--- src/rtl/led_pattern_sched.sv ---
// LED pattern scheduler: two requesters share one LED through a round-robin
// valid/ready arbiter; a phase-counter FSM plays OFF/ON/BLINK/BURST patterns.
module led_pattern_sched #(
  parameter int PERIOD_W = 16,
  parameter int CNT_W    = 4
) (
  input  logic                clk,
  input  logic                reset_n,
  input  logic                req0_valid,
  output logic                req0_ready,
  input  logic [1:0]          req0_mode,
  input  logic [PERIOD_W-1:0] req0_half_period,
  input  logic [CNT_W-1:0]    req0_count,
  input  logic                req1_valid,
  output logic                req1_ready,
  input  logic [1:0]          req1_mode,
  input  logic [PERIOD_W-1:0] req1_half_period,
  input  logic [CNT_W-1:0]    req1_count,
  output logic                led_out,
  output logic                busy,
  output logic                grant_id
);

  typedef enum logic [2:0] {
    S_OFF,
    S_ON,
    S_BLINK_HI,
    S_BLINK_LO,
    S_BURST_HI,
    S_BURST_LO
  } state_t;

  localparam logic [1:0] MODE_OFF   = 2'd0;
  localparam logic [1:0] MODE_ON    = 2'd1;
  localparam logic [1:0] MODE_BLINK = 2'd2;
  localparam logic [1:0] MODE_BURST = 2'd3;

  state_t              state_q, state_d;
  logic                led_q, led_d;
  logic                busy_q, busy_d;
  logic                grant_q, grant_d;
  logic                prio1_q, prio1_d;
  logic [PERIOD_W-1:0] phase_q, phase_d;
  logic [PERIOD_W-1:0] hp_q, hp_d;
  logic [CNT_W-1:0]    pulses_q, pulses_d;
  logic [1:0]          saved_mode_q, saved_mode_d;
  logic [PERIOD_W-1:0] saved_hp_q, saved_hp_d;

  logic                window_open, grant0, grant1, accept, real_cmd, phase_zero;
  logic [1:0]          cmd_mode, cur_mode;
  logic [PERIOD_W-1:0] cmd_hp;
  logic [CNT_W-1:0]    cmd_count;

  // A half-period of 0 behaves like 1, so the counter reload saturates at 0.
  function automatic logic [PERIOD_W-1:0] phase_load(input logic [PERIOD_W-1:0] hp);
    return (hp == '0) ? '0 : hp - PERIOD_W'(1);
  endfunction

  assign window_open = reset_n && (state_q != S_BURST_HI) && (state_q != S_BURST_LO);
  assign grant1      = req1_valid && (!req0_valid || prio1_q);
  assign grant0      = req0_valid && !grant1;
  assign req0_ready  = window_open && grant0;
  assign req1_ready  = window_open && grant1;
  assign accept      = req0_ready || req1_ready;
  assign cmd_mode    = grant1 ? req1_mode        : req0_mode;
  assign cmd_hp      = grant1 ? req1_half_period : req0_half_period;
  assign cmd_count   = grant1 ? req1_count       : req0_count;
  // A zero-count burst is a handshake only; the running pattern keeps going.
  assign real_cmd    = accept && !((cmd_mode == MODE_BURST) && (cmd_count == '0));
  assign phase_zero  = (phase_q == '0);

  always_comb begin
    cur_mode = MODE_OFF;
    case (state_q)
      S_ON:                   cur_mode = MODE_ON;
      S_BLINK_HI, S_BLINK_LO: cur_mode = MODE_BLINK;
      default:                cur_mode = MODE_OFF;
    endcase
  end

  always_comb begin
    state_d      = state_q;
    led_d        = led_q;
    busy_d       = busy_q;
    grant_d      = grant_q;
    prio1_d      = prio1_q;
    phase_d      = phase_q;
    hp_d         = hp_q;
    pulses_d     = pulses_q;
    saved_mode_d = saved_mode_q;
    saved_hp_d   = saved_hp_q;

    if (accept) begin
      grant_d = grant1;
      prio1_d = !grant1;
    end

    if (real_cmd) begin
      case (cmd_mode)
        MODE_OFF: begin
          state_d = S_OFF;
          led_d   = 1'b0;
        end
        MODE_ON: begin
          state_d = S_ON;
          led_d   = 1'b1;
        end
        MODE_BLINK: begin
          state_d = S_BLINK_HI;
          led_d   = 1'b1;
          hp_d    = cmd_hp;
          phase_d = phase_load(cmd_hp);
        end
        default: begin
          saved_mode_d = cur_mode;
          saved_hp_d   = hp_q;
          state_d      = S_BURST_HI;
          led_d        = 1'b1;
          busy_d       = 1'b1;
          hp_d         = cmd_hp;
          phase_d      = phase_load(cmd_hp);
          pulses_d     = cmd_count;
        end
      endcase
    end else begin
      case (state_q)
        S_BLINK_HI, S_BLINK_LO, S_BURST_HI: begin
          if (phase_zero) begin
            phase_d = phase_load(hp_q);
            led_d   = (state_q == S_BLINK_LO);
            case (state_q)
              S_BLINK_HI: state_d = S_BLINK_LO;
              S_BLINK_LO: state_d = S_BLINK_HI;
              default:    state_d = S_BURST_LO;
            endcase
          end else begin
            phase_d = phase_q - PERIOD_W'(1);
          end
        end
        S_BURST_LO: begin
          if (!phase_zero) begin
            phase_d = phase_q - PERIOD_W'(1);
          end else if (pulses_q == CNT_W'(1)) begin
            // Last low phase done: drop busy and resume the saved pattern.
            busy_d = 1'b0;
            case (saved_mode_q)
              MODE_ON: begin
                state_d = S_ON;
                led_d   = 1'b1;
              end
              MODE_BLINK: begin
                state_d = S_BLINK_HI;
                led_d   = 1'b1;
                hp_d    = saved_hp_q;
                phase_d = phase_load(saved_hp_q);
              end
              default: begin
                state_d = S_OFF;
                led_d   = 1'b0;
              end
            endcase
          end else begin
            pulses_d = pulses_q - CNT_W'(1);
            state_d  = S_BURST_HI;
            led_d    = 1'b1;
            phase_d  = phase_load(hp_q);
          end
        end
        default: ;
      endcase
    end
  end

  always_ff @(posedge clk or negedge reset_n) begin
    if (!reset_n) begin
      state_q      <= S_OFF;
      led_q        <= 1'b0;
      busy_q       <= 1'b0;
      grant_q      <= 1'b0;
      prio1_q      <= 1'b0;
      phase_q      <= '0;
      hp_q         <= '0;
      pulses_q     <= '0;
      saved_mode_q <= MODE_OFF;
      saved_hp_q   <= '0;
    end else begin
      state_q      <= state_d;
      led_q        <= led_d;
      busy_q       <= busy_d;
      grant_q      <= grant_d;
      prio1_q      <= prio1_d;
      phase_q      <= phase_d;
      hp_q         <= hp_d;
      pulses_q     <= pulses_d;
      saved_mode_q <= saved_mode_d;
      saved_hp_q   <= saved_hp_d;
    end
  end

  assign led_out  = led_q;
  assign busy     = busy_q;
  assign grant_id = grant_q;

endmodule

--- config.mk ---
export PLATFORM = sky130hd
export DESIGN_NAME = led_pattern_sched
export DESIGN_NICKNAME = d
export VERILOG_FILES = /design/src/rtl/led_pattern_sched.sv
export SDC_FILE = /design/constraint.sdc
export NUM_CORES = 1
export LEC_CHECK = 0
export CORE_MARGIN = 4
export CORE_UTILIZATION = 50
export CTS_CLUSTER_DIAMETER = 40
export DETAILED_ROUTE_END_ITERATION = 7
export PLACE_DENSITY = 0.69
export SLEW_MARGIN = 20
export SYNTH_ARGS = -nofsm -noshare
export SYNTH_HDL_FRONTEND = slang
export SYNTH_SLANG_ARGS = --single-unit
--- constraint.sdc ---
create_clock -name clk -period 8.5 [get_ports clk]
set_input_delay 1.7 -clock clk [delete_from_list [all_inputs] [get_ports clk]]
set_output_delay 1.7 -clock clk [all_outputs]
set_load 0.01 [all_outputs]
# == Word level (Yosys, flattened, before mapping) ==
# Cells that the tools add are included.
# totals
register_bits,61
out_inout_bits,5
elab_cells,115
# classes
n_addsub,5
eq_ne,19
muxes,45
bitwise,1
reduce_logical,35
# op_table
cell,n
16-bit two-way mux,16
16-bit zero test,4
16-bit by 1-bit subtractor with 16-bit output (second input constant),4
16-bit one-hot mux with 2 select lines,1
4-bit two-way mux,6
3-bit two-way mux,4
3-bit != test (second input constant),4
3-bit one-hot mux with 2 select lines,2
1-bit two-way mux,11
3-bit one-hot mux with 3 select lines,1
1-bit logical AND,8
2-bit one-hot mux with 2 select lines,2
4-bit AND reduction,2
2-bit nonzero test,4
2-bit equality test (second input constant),3
3-bit by 2-bit equality test with 1-bit output (second input constant),2
3-bit equality test (second input constant),2
2-bit != test (second input constant),3
3-bit AND reduction,2
2-bit OR reduction,3
3-bit OR reduction,2
5-bit by 4-bit != test with 1-bit output (second input constant),1
5-bit AND reduction,1
2-bit by 1-bit equality test with 1-bit output (second input constant),2
12 further kinds,15

# == Longest topological paths before layout ==
# Gate-level depths: netlist (run 1).
# depth
ltp_word,10
mapped_depth,12
depth_no_buf,9

# == Worst setup path after synthesis (run 1) ==
# No wires, ideal clock.
# synth_timing
path_kind,input to output
from,in req1_valid
to,out req1_ready
arrival_time_ns,2.672
required_ns,6.800
path_slack_ns,4.128
path_stages,4
path_buffers,2
cell_sequence,clkbuf_1 nand2_2 buf_2 nor2_1
# synth_between
elab_chain_cells,2
# synth_rtl
element,line,rtl
from (decl),14,"input logic req1_valid,"
1-bit logical AND,60,assign grant1 = req1_valid && (!req0_valid || prio1_q);
1-bit logical AND,63,assign req1_ready = window_open && grant1;
to (decl),15,"output logic req1_ready,"
# No other way between the ends.

# == Worst setup path in the final report (run 1) ==
# layout_timing
from,in req0_valid
to,out req1_ready
# layout_between
elab_chain_cells,4
# layout_rtl
element,line,rtl
from (decl),9,"input logic req0_valid,"
1-bit zero test,60,
1-bit logical OR,60,
1-bit logical AND,60,
1-bit logical AND,63,
# No other way between the ends.

==> results of run 1 <==
-- metal layers --
metal	wire length (um)	global-route usage (%)	up-vias	share of wire, %
li1	-	-	2275	-
met1	7240	39.6	2324	47
met2	6710	41.2	211	44
met3	1020	5.79	25	6.7
met4	344	8.21	0	2.2
met5	0	0	-	0
-- synthesized netlist by cell type (3+ instances only) --
library cell,count,area (um2)
sky130_fd_sc_hd__a22oi_1,4,30.0
sky130_fd_sc_hd__a31o_2,3,26.3
sky130_fd_sc_hd__a21o_1,4,30.0
sky130_fd_sc_hd__nor2_1,41,154
sky130_fd_sc_hd__nand2b_1,7,43.8
sky130_fd_sc_hd__nor2b_1,4,25.0
sky130_fd_sc_hd__nand2_1,47,176
sky130_fd_sc_hd__a32oi_1,5,43.8
sky130_fd_sc_hd__inv_1,19,71.3
sky130_fd_sc_hd__dfrtp_1,61,1530
sky130_fd_sc_hd__a31oi_2,4,50.1
sky130_fd_sc_hd__o221ai_1,9,78.8
sky130_fd_sc_hd__a31oi_1,10,62.6
sky130_fd_sc_hd__mux2_1,3,33.8
sky130_fd_sc_hd__o41ai_1,3,26.3
sky130_fd_sc_hd__a21oi_1,35,175
sky130_fd_sc_hd__nand4b_1,5,43.8
sky130_fd_sc_hd__and3_1,6,37.5
sky130_fd_sc_hd__o22ai_1,3,18.8
sky130_fd_sc_hd__or4_1,10,75.1
sky130_fd_sc_hd__xor2_1,14,123
sky130_fd_sc_hd__clkbuf_1,13,48.8
sky130_fd_sc_hd__nor4_4,3,63.8
sky130_fd_sc_hd__buf_2,11,55.1
sky130_fd_sc_hd__nand3_1,17,85.1
sky130_fd_sc_hd__o22a_1,3,26.3
sky130_fd_sc_hd__xnor2_1,15,131
sky130_fd_sc_hd__nor3_1,12,60.1
sky130_fd_sc_hd__nand4_1,12,75.1
sky130_fd_sc_hd__nor4_2,3,37.5
sky130_fd_sc_hd__ha_1,9,113
sky130_fd_sc_hd__nor4_1,7,43.8
sky130_fd_sc_hd__a22o_1,3,26.3
sky130_fd_sc_hd__mux2i_1,22,220
sky130_fd_sc_hd__o211ai_1,14,105
sky130_fd_sc_hd__buf_6,4,45.0
sky130_fd_sc_hd__o21ai_0,46,230
sky130_fd_sc_hd__o31ai_1,9,67.6
sky130_fd_sc_hd__nand3b_1,7,52.6
sky130_fd_sc_hd__or3_1,9,56.3
sky130_fd_sc_hd__mux2_2,26,293
sky130_fd_sc_hd__nor2_2,3,18.8
-- how the worst max path moves through the flow --
| stage | startpoint | to | slack (ns) |
|---|---|---|---|
| floorplan | req1_valid | req1_ready | 4.13 |
| detailed placement | req0_valid | req1_ready | 3.12 |
| CTS | req0_valid | req1_ready | 3.12 |
| finish | req0_valid | req1_ready | 3.11 |
| global route | req0_valid | req1_ready | 2.95 |
| global placement | req0_valid | req1_ready | 3.21 |
-- registers in the layout, indices dropped and copies added (netlist names) --
register	count
hp_q	16
phase_q	16
saved_hp_q	16
pulses_q	4
state_q	3
saved_mode_q	2
busy	1
grant_id	1
led_out	1
prio1_q	1
-- kinds of logic after synthesis --
kind of cell / count (synthesis) / synth area share (%)
simple gates: 208 / 23.3
compound gates: 174 / 23.8
flops: 61 / 30.3
mux: 51 / 10.9
buf+inv: 48 / 4.52
xor+xnor: 29 / 5.04
fa+ha+maj: 9 / 2.23
-- area by class of cell --
class	count	area, um2
Multi-Input combinational cell	471	3290
Clock buffer	9	124
Tap cell	133	166
Inverter	19	71.3
Clock inverter	7	75.1
Fill cell	929	3970
Sequential cell	61	1530
Timing Repair Buffer	57	553
-- worst reg2reg max path, cell delays in order, from the launching register on --
cell	delay (ns)
sky130_fd_sc_hd__dfrtp_1	0.40
sky130_fd_sc_hd__nand2b_1	0.29
sky130_fd_sc_hd__nand2_2	0.49
sky130_fd_sc_hd__mux2i_1	0.26
sky130_fd_sc_hd__ha_1	0.28
sky130_fd_sc_hd__o211ai_1	0.21
sky130_fd_sc_hd__o22ai_2	0.19
sky130_fd_sc_hd__a31oi_2	0.56
sky130_fd_sc_hd__o21ai_0	0.40
sky130_fd_sc_hd__a31oi_2	0.26
-- cells in the final DEF (no fill, tap or decap), drive strengths merged, types with 7 or more instances in the layout --
master / Yosys / layout
dfrtp: 61 / 61
clkdlybuf4s50: 0 / 51
nand2: 49 / 49
o21ai: 47 / 47
nor2: 44 / 44
a21oi: 36 / 36
mux2: 29 / 29
mux2i: 22 / 22
inv: 19 / 20
nand3: 17 / 17
xnor2: 15 / 15
o211ai: 14 / 14
xor2: 14 / 14
a31oi: 14 / 14
nor3: 13 / 13
nor4: 13 / 13
nand4: 12 / 12
or4: 12 / 12
or3: 10 / 10
o221ai: 9 / 9
o31ai: 9 / 9
ha: 9 / 9
clkbuf: 13 / 9
nand2b: 7 / 7
nand3b: 7 / 7
-- power by group through the flow --
| stage | clock network, mW | registers [mW] | logic [mW] |
|---|---|---|---|
| after global routing | 0.286 | 0.661 | 0.975 |
| after global placement | 0 | 0.628 | 0.843 |
| after floorplan | 0 | 0.568 | 0.702 |
| after CTS | 0.274 | 0.631 | 0.871 |
| after detailed placement | 0 | 0.634 | 0.868 |
| final | 0.269 | 0.638 | 0.881 |
==> parameters.txt, run 1 <==
Parameter                              Value

Placement
  Post-detail-place hpwl ... between 10000 and 15000 um
  Post-DP Area ... between 5000 and 6000 um2
  Setup Slack @ Placement ... 3.12 ns
  Port bufs ... between 50 and 60
  DP Cell Count ... approximately 740
  Final weighted congestion in routability-driven placement ... slightly below 1

Status
  Outcome ... finished clean

STA
  Setup-violating endpoint count in the final report ... 0
  Total count of max-transition violations in the final report ... 0
  Final period utilization ... between 60% and 70%
  Worst Slack Setup Final ... around 3.1 ns
  Maximum clock frequency ... ~0.19 GHz
  Worst-case hold slack ... between 0.4 and 0.5 ns
  Count of endpoints failing hold in the final timing report ... 0
  Minimum clock period after layout ... around 5.4 ns
  Unrepaired setup endpoints after global routing ... no
  Slew of the pin with the lowest slew margin ... about 1.1 ns
  Worst clock skew on the final layout ... 0.0126 ns
  Slew margin rel. ... about 28%
  Setup tns final ... 0 ns

Floorplanning
  Die Area ... roughly 12000 um2
  Height of the die ... about 110 um
  Initial standard-cell utilization of the core ... ~52%
  Number of rows in the core area ... 36
  Die boundary width ... around 110 um
  Num ports ... 53
  Total core area ... 9770 um2

Worst setup path
  WP depth ... 5
  Startpoint type of the worst setup path ... primary input
  Cell Chain, Critical Path ... clkdlybuf4s50_1 -> nand2b_1 -> nand2_2 -> nor2_1 -> clkdlybuf4s50_1
  Worst R2R End ... phase_q[6]
  Arrival time at the worst endpoint ... around 3.7 ns
  Count of cells along the worst register-to-register path ... 9
  Slack of the worst reg-to-reg path ... approximately 5.1 ns
  Critical path's most frequent cell ... sky130_fd_sc_hd__clkdlybuf4s50_1
  Critical Path Fanout Max ... 19
  Worst Setup Path Type ... in -> out
  R2R Path Start ... prio1_q
  CP required ... around 7 ns
  Critical path endpoint category ... primary output
  Longest individual stage delay on the worst path ... between 0.5 and 0.6 ns
  Slowest CP cell ... sky130_fd_sc_hd__clkdlybuf4s50_1
  Buffering stage count on the worst path with inverters included ... 2
  Largest delay share family, worst path ... buffers and inverters

Layout
  Ant diodes ... 0
  Utilization of the core after routing ... roughly 59%
  Layout Cell Area excl Fill ... between 5000 and 6000 um2
  Final non-filler cell total ... 757
  Post-synthesis to final-layout area growth ... 15.1%
  Fraction of final layout cells with drive strength greater than 1 ... 12.8%
  Number of nets in the finished design ... roughly 680

Power
  Switching share of total power ... a little under half
  Sequential group share of total power ... roughly 36%
  Net load switching power ... about 0.85 mW
  P per Cell Area ... slightly above 300 nW/um2
  Internal Power ... 0.940 mW
  Total power draw ... between 1.5 and 2 mW
  Clock network fraction of design power ... approximately 15%
  Lkg Pwr ... roughly 2.2 nW
  Worst IR drop on VDD ... between 0.0002 and 0.00025 V
  Logic pwr share ... around half

GRT
  GR Overflow Total ... 0
  Wire length of the first global-routing pass ... 24700 um
  Initial antenna violation count ... 0
  Pin count of the biggest net entering global routing ... 65
  Overall fraction of global-route tracks in use ... around 27%
  Number of global-route vias before repair ... between 4000 and 5000

Synth
  #FFs+latches synth ... between 60 and 70
  Nets in the synthesized netlist ... roughly 640
  Synth warn ... 0
  Syn avg cell area ... between 8 and 9 um2
  Synthesized instance count ... a little under 600
  Cell area after synthesis ... roughly 5000 um2
  Fraction of registers with async set/reset ... 100%
  Sequential area share after synthesis ... a little under a third
  Synth Flop Type ... sky130_fd_sc_hd__dfrtp_1
  EDFF count, synth ... 0
  Number of library cell types mapped by synthesis ... between 60 and 70

Route
  First-iteration detailed-routing DRC count ... 451
  Vias post-DR ... 4835
  Routed length per placed instance ... roughly 20 um
  Routed wire length ... between 15000 and 20000 um
  DRC ... 0
  1st-pass router iterations ... 5
  Average via count per standard cell ... about 6.4
  Number of nets with antenna violations after routing ... 0

CTS
  CTS Root Buffer Type ... sky130_fd_sc_hd__clkbuf_8
  Number of buffers created by CTS ... 9
  Number of sinks on the clock net ... slightly above 60
  Clock slew seen by the registers of the worst setup and hold paths ... roughly 0.070 ns
  Buffer depth of the longest clock path ... 2
  Worst skew pair latency ... 0.36 ns
  Hold Buf Count CTS ... 0
  Setup Buffers After CTS ... 0
  TritonCTS clock tree ... yes
  Level count of the clock H-tree ... 3
  Count of cells resized by post-cts repair ... 0

Hold path
  Hold path start ... grant_id
  Worst-case hold path end point ... grant_id
  Hold Path Stages ... 1
  Hold/Removal Path Class ... reg -> reg

Job
  Number of max-cap violations ... 0
Note: power is estimated with default switching activity, not from simulation.
==> run 2: changes to the inputs <==
clock period = 5.4 ns   (was 8.5 ns; I/O delays follow)
==> run 2 against run 1 <==
  * Utilization is 0.32 points higher
  * Largest power group unchanged
  * First-iteration DRC count fell by 7.5%
  * Critical path type unchanged
  * Critical endpoint unchanged
  * Highest routed layer unchanged
  * Clock skew fell by 0.0040 ns
==> parameters.txt, run 2 (same netlist as run 1, synthesis figures left out) <==
Parameter                              Value

Power
  P per Cell Area ... 494 nW/um2 (was 308 nW/um2)
  Worst IR drop on VDD ... 0.000280 V (was 0.000209 V)
  Logic pwr share ... 49.8% (was 49.3%)
  Clock network fraction of design power ... 15.2% (was 15.0%)
  Sequential group share of total power ... 35.0% (was 35.7%)
  Switching share of total power ... 46.9% (was 47.4%)
  Lkg Pwr ... 2.20 nW (was 2.17 nW)
  Net load switching power ... 1.35 mW (was 0.847 mW)
  Internal Power ... 1.53 mW (was 0.940 mW)

STA
  Setup-violating endpoint count in the final report ... 0 (unchanged)
  Unrepaired setup endpoints after global routing ... no (unchanged)
  Worst clock skew on the final layout ... 0.00854 ns (was 0.0126 ns)
  Count of endpoints failing hold in the final timing report ... 0 (unchanged)
  Worst Slack Setup Final ... 1.24 ns (was 3.11 ns)
  Slew margin rel. ... 34.0% (was 27.9%)
  Maximum clock frequency ... 0.240 GHz
  Minimum clock period after layout ... 4.16 ns
  Final period utilization ... between 70 and 80%
  Total count of max-transition violations in the final report ... 0 (unchanged)
  Setup tns final ... 0 ns (unchanged)
  Slew of the pin with the lowest slew margin ... 0.991 ns (was 1.07 ns)

Worst setup path
  Critical path endpoint category ... primary output (unchanged)
  Startpoint type of the worst setup path ... primary input (unchanged)
  Critical Path Fanout Max ... 19 (unchanged)
  Arrival time at the worst endpoint ... 3.08 ns (was 3.69 ns)
  Worst Setup Path Type ... in -> out (unchanged)
  CP required ... 4.32 ns (was 6.80 ns)

CTS
  TritonCTS clock tree ... yes (unchanged)
  Buffer depth of the longest clock path ... 2 (unchanged)
  Setup Buffers After CTS ... 0 (unchanged)
  CTS Root Buffer Type ... sky130_fd_sc_hd__clkbuf_8 (unchanged)
  Clock slew seen by the registers of the worst setup and hold paths ... 0.07 ns (about the same)
  Number of sinks on the clock net ... 61 (unchanged)
  Level count of the clock H-tree ... 3 (unchanged)
  Worst skew pair latency ... 0.35 ns (was 0.36 ns)
  Number of buffers created by CTS ... 9 (unchanged)
  Hold Buf Count CTS ... 0 (unchanged)
  Count of cells resized by post-cts repair ... 0 (unchanged)

Floorplanning
  Total core area ... 9770 um2 (unchanged)
  Die Area ... 11700 um2 (unchanged)
  Initial standard-cell utilization of the core ... 51.5% (unchanged)
  Number of rows in the core area ... 36 (unchanged)
  Num ports ... 53 (unchanged)
  Die boundary width ... 108 um (unchanged)
  Height of the die ... 108 um (unchanged)

Job
  Number of max-cap violations ... 0 (unchanged)

Placement
  Post-detail-place hpwl ... 11900 um (was 11400 um)
  Final weighted congestion in routability-driven placement ... 0.922 (was 0.969)
  Port bufs ... 52 (unchanged)
  Setup Slack @ Placement ... 1.07 ns (was 3.12 ns)
  DP Cell Count ... 744 (was 741)

Layout
  Fraction of final layout cells with drive strength greater than 1 ... 12.9% (was 12.8%)
  Largest regs ... hp_q x16, phase_q x16, saved_hp_q x16 (unchanged)
  Final non-filler cell total ... 759 (was 757)
  Most common cell after layout, fill and taps aside ... sky130_fd_sc_hd__dfrtp_1 (unchanged)
  Commonest cells after routing, fill and taps aside ... sky130_fd_sc_hd__dfrtp_1 (61), sky130_fd_sc_hd__clkdlybuf4s50_1 (51), sky130_fd_sc_hd__nand2_1 (47) (unchanged)
  Number of nets in the finished design ... 679 (was 676)
  Post-synthesis to final-layout area growth ... 15.8% (was 15.1%)
  Ant diodes ... 0 (unchanged)

Route
  Average via count per standard cell ... 6.49 (was 6.39)
  Vias post-DR ... 4925 (was 4835)
  1st-pass router iterations ... 5 (unchanged)
  Routed length per placed instance ... 20.8 um (was 20.2 um)
  First-iteration detailed-routing DRC count ... 417 (was 451)
  Routed wire length ... 15800 um (was 15300 um)
  DRC ... 0 (unchanged)
  Number of nets with antenna violations after routing ... 0 (unchanged)

GRT
  GR Overflow Total ... 0 (unchanged)
  Wire length of the first global-routing pass ... 25600 um (was 24700 um)
  Number of global-route vias before repair ... 4679 (was 4541)
  Initial antenna violation count ... 0 (unchanged)
  Overall fraction of global-route tracks in use ... 28.3% (was 27.4%)
  Pin count of the biggest net entering global routing ... 64 (was 65)

Status
  Outcome ... finished clean (unchanged)

Hold path
  Hold/Removal Path Class ... reg -> reg (unchanged)
## run 2: cell count changes in the layout (fill, tap and decap cells not counted), sizes merged
cell | before | now
buf | 6 | 9
clkbuf | 9 | 12
clkinvlp | 3 | 0
inv | 20 | 19
## run 2: critical path: stages
cell	delay (ns)
sky130_fd_sc_hd__clkdlybuf4s50_1	0.45
sky130_fd_sc_hd__nand2b_1	0.31
sky130_fd_sc_hd__nand2_2	0.42
sky130_fd_sc_hd__nor2_1	0.26
sky130_fd_sc_hd__clkdlybuf4s50_1	0.56
## run 2: path summary, 6_finish.rpt
path | startpoint | endpoint | slack, ns | cells after the start
hold reg to reg | grant_id | grant_id | 0.48 | 1
hold / removal | grant_id | grant_id | 0.48 | 1
max in group asynchronous | reset_n | saved_hp_q[13] | 3.91 | 2
setup reg to reg | prio1_q | phase_q[10] | 2.14 | 9
min in group asynchronous | reset_n | prio1_q | 0.90 | 2
setup / recovery | req0_valid | req1_ready | 1.24 | 5
## run 2: final cells by class
cell class | count | area [um2]
Sequential cell | 61 | 1530
Multi-Input combinational cell | 471 | 3280
Fill cell | 866 | 3940
Timing Repair Buffer | 60 | 576
Tap cell | 133 | 166
Inverter | 19 | 71.3
Clock buffer | 12 | 165
Clock inverter | 3 | 43.8
## run 2: layer usage
metal	global-route usage, %	wire [um]	share of wire [%]
met1	41.4	7310	46
met2	42.3	6880	44
met3	4.18	1170	7.4
met4	10.6	433	2.7
met5	0	0	0
## run 2: power by group through the flow
| stage | registers (mW) | clock network, mW | logic (mW) |
|---|---|---|---|
| after floorplan | 0.894 | 0 | 1.10 |
| after CTS | 0.993 | 0.445 | 1.41 |
| after global placement | 0.989 | 0 | 1.36 |
| after detailed placement | 1.00 | 0 | 1.40 |
| final | 1.01 | 0.439 | 1.44 |
| after global routing | 1.04 | 0.463 | 1.58 |
## run 2: metrics by stage
stage               area (um2)  hold slack (ns)  power, mW  util [%]
floorplan                 5040            0.458       2.00         -
global placement          5620            0.459       2.35      57.5
detailed placement        5620            0.465       2.40      57.5
CTS                       5830            0.481       2.85      59.7
global route              5830            0.498       3.08      59.7
finish                    5830            0.477       2.88      59.7
==> run 3: changes to the inputs <==
PLACE_DENSITY = 0.72   (was 0.69)
clock period = 3.8 ns   (was 5.4 ns; I/O delays follow)
==> run 3 against run 2 <==
  * Combinational power increased by 44%
  * Critical endpoint unchanged
  * Largest power group unchanged
  * Clock-buffer cell count decreased by 3
  * Design area increased by 1.2%
==> parameters.txt, run 3 (same netlist as run 1, synthesis figures left out) <==
Parameter                              Value

Worst setup path
  Arrival time at the worst endpoint ... 2.45 ns (was 3.08 ns)
  R2R Path Start ... hp_q[0] (was prio1_q)
  Cell Chain, Critical Path ... clkdlybuf4s50_1 -> nand2_2 -> buf_4 -> nor2_1 -> clkdlybuf4s50_1 (was clkdlybuf4s50_1 -> nand2b_1 -> nand2_2 -> nor2_1 -> clkdlybuf4s50_1)
  Buffering stage count on the worst path with inverters included ... 3 (was 2)
  Slack of the worst reg-to-reg path ... 0.88 ns (was 2.14 ns)
  WP depth ... 5 (unchanged)
  Slowest CP cell ... sky130_fd_sc_hd__clkdlybuf4s50_1 (unchanged)
  Critical path's most frequent cell ... sky130_fd_sc_hd__clkdlybuf4s50_1 (unchanged)
  CP required ... 3.04 ns (was 4.32 ns)
  Count of cells along the worst register-to-register path ... 8 (was 9)
  Startpoint type of the worst setup path ... primary input (unchanged)
  Worst R2R End ... phase_q[6] (was phase_q[10])
  Largest delay share family, worst path ... buffers and inverters (unchanged)
  Longest individual stage delay on the worst path ... 0.59 ns (was 0.56 ns)
  Critical path endpoint category ... primary output (unchanged)
  Critical Path Fanout Max ... 17 (was 19)
  Worst Setup Path Type ... in -> out (unchanged)

STA
  Maximum clock frequency ... a little over 0.3 GHz
  Worst Slack Setup Final ... 0.595 ns (was 1.24 ns)
  Setup tns final ... 0 ns (unchanged)
  Worst clock skew on the final layout ... 0.0133 ns (was 0.00854 ns)
  Final period utilization ... between 80% and 90%
  Count of endpoints failing hold in the final timing report ... 0 (unchanged)
  Slew margin rel. ... 39.4% (was 34.0%)
  Unrepaired setup endpoints after global routing ... no (unchanged)
  Setup-violating endpoint count in the final report ... 0 (unchanged)
  Total count of max-transition violations in the final report ... 0 (unchanged)
  Minimum clock period after layout ... between 3 and 4 ns
  Slew of the pin with the lowest slew margin ... 0.906 ns (was 0.991 ns)

CTS
  CTS Root Buffer Type ... sky130_fd_sc_hd__clkbuf_8 (unchanged)
  TritonCTS clock tree ... yes (unchanged)
  Number of buffers created by CTS ... 9 (unchanged)
  Hold Buf Count CTS ... 0 (unchanged)
  Level count of the clock H-tree ... 3 (unchanged)
  Number of sinks on the clock net ... 61 (unchanged)
  Setup Buffers After CTS ... 0 (unchanged)
  Buffer depth of the longest clock path ... 2 (unchanged)
  Worst skew pair latency ... 0.36 ns (was 0.35 ns)
  Clock slew seen by the registers of the worst setup and hold paths ... 0.08 ns (was 0.07 ns)
  Count of cells resized by post-cts repair ... 0 (unchanged)

GRT
  Overall fraction of global-route tracks in use ... 27.4% (was 28.3%)
  GR Overflow Total ... 0 (unchanged)
  Number of global-route vias before repair ... 4696 (was 4679)
  Wire length of the first global-routing pass ... 24900 um (was 25600 um)
  Initial antenna violation count ... 0 (unchanged)
  Pin count of the biggest net entering global routing ... 60 (was 64)

Route
  Routed length per placed instance ... 20.3 um (was 20.8 um)
  Average via count per standard cell ... 6.47 (was 6.49)
  Number of nets with antenna violations after routing ... 0 (unchanged)
  DRC ... 0 (unchanged)
  1st-pass router iterations ... 5 (unchanged)
  First-iteration detailed-routing DRC count ... 448 (was 417)
  Routed wire length ... 15600 um (was 15800 um)
  Vias post-DR ... 4968 (was 4925)

Layout
  Layout Cell Area excl Fill ... 5900 um2 (was 5830 um2)
  Final non-filler cell total ... 768 (was 759)
  Number of nets in the finished design ... 687 (was 679)
  Commonest cells after routing, fill and taps aside ... sky130_fd_sc_hd__dfrtp_1 (61), sky130_fd_sc_hd__clkdlybuf4s50_1 (51), sky130_fd_sc_hd__nand2_1 (47) (unchanged)
  Filler Cell Count ... 871 (was 866)
  Ant diodes ... 0 (unchanged)
  Post-synthesis to final-layout area growth ... 17.1% (was 15.8%)
  Fraction of final layout cells with drive strength greater than 1 ... 14.2% (was 12.9%)
  Most common cell after layout, fill and taps aside ... sky130_fd_sc_hd__dfrtp_1 (unchanged)
  Largest regs ... hp_q x16, phase_q x16, saved_hp_q x16 (unchanged)

Placement
  DP Cell Count ... 752 (was 744)
  Setup Slack @ Placement ... 0.324 ns (was 1.07 ns)
  Post-detail-place hpwl ... 11900 um (about the same)
  Final weighted congestion in routability-driven placement ... 0.933 (was 0.922)
  Port bufs ... 52 (unchanged)
  Post-DP Area ... 5700 um2 (was 5620 um2)

Floorplanning
  Initial standard-cell utilization of the core ... 51.5% (unchanged)
  Die Area ... 11700 um2 (unchanged)
  Number of rows in the core area ... 36 (unchanged)
  Total core area ... 9770 um2 (unchanged)
  Num ports ... 53 (unchanged)
  Die boundary width ... 108 um (unchanged)
  Height of the die ... 108 um (unchanged)

Power
  P per Cell Area ... 700 nW/um2 (was 494 nW/um2)
  Worst IR drop on VDD ... 0.000483 V (was 0.000280 V)
  Total power draw ... 4.13 mW (was 2.88 mW)
  Lkg Pwr ... 2.24 nW (was 2.20 nW)

Hold path
  Hold/Removal Path Class ... in -> async (was reg -> reg)

Job
  Number of max-cap violations ... 0 (unchanged)

Status
  Outcome ... finished clean (unchanged)
[run 3: where the power goes]
| group | switching [mW] | internal, mW | total [mW] |
|---|---|---|---|
| Clock | 0.309 | 0.312 | 0.621 |
| Sequential | 0.489 | 0.941 | 1.43 |
| Combinational | 1.15 | 0.927 | 2.08 |
| Total | 1.95 | 2.18 | 4.13 |
[run 3: per-layer routing]
| layer | global-route usage [%] | part of all wire (%) | wire [um] | vias to the layer above |
|---|---|---|---|---|
| li1 | - | - | - | 2302 |
| met1 | 39.1 | 44 | 6880 | 2360 |
| met2 | 39.5 | 43 | 6660 | 262 |
| met3 | 6.63 | 9.2 | 1430 | 44 |
| met4 | 11.4 | 3.8 | 587 | 0 |
| met5 | 0 | 0 | 0 | - |
[run 3: worst max-delay path by stage]
stage / slack [ns] / to / start
2_1_floorplan: 0.57 / phase_q[10] / req1_valid
3_3_place_gp: 0.44 / phase_q[10] / req0_valid
3_5_place_dp: 0.32 / phase_q[6] / req1_valid
4_1_cts: 0.61 / req1_ready / req1_valid
5_1_grt: 0.47 / phase_q[6] / req0_valid
6_report: 0.59 / req1_ready / req1_valid
[run 3: final cells by class]
cell class,count,area (um2),area share (%)
Tap cell,133,166,2.82
Clock inverter,7,81.3,1.38
Multi-Input combinational cell,471,3280,55.6
Timing Repair Buffer,68,648,11.0
Sequential cell,61,1530,25.9
Inverter,19,71.3,1.21
Clock buffer,9,124,2.10
[run 3: metrics by stage]
stage	util (%)	hold slack (ns)
detailed placement	58.3	0.471
floorplan	-	0.458
global placement	58.3	0.458
global route	60.4	0.209
finish	60.4	0.213
CTS	60.4	0.211
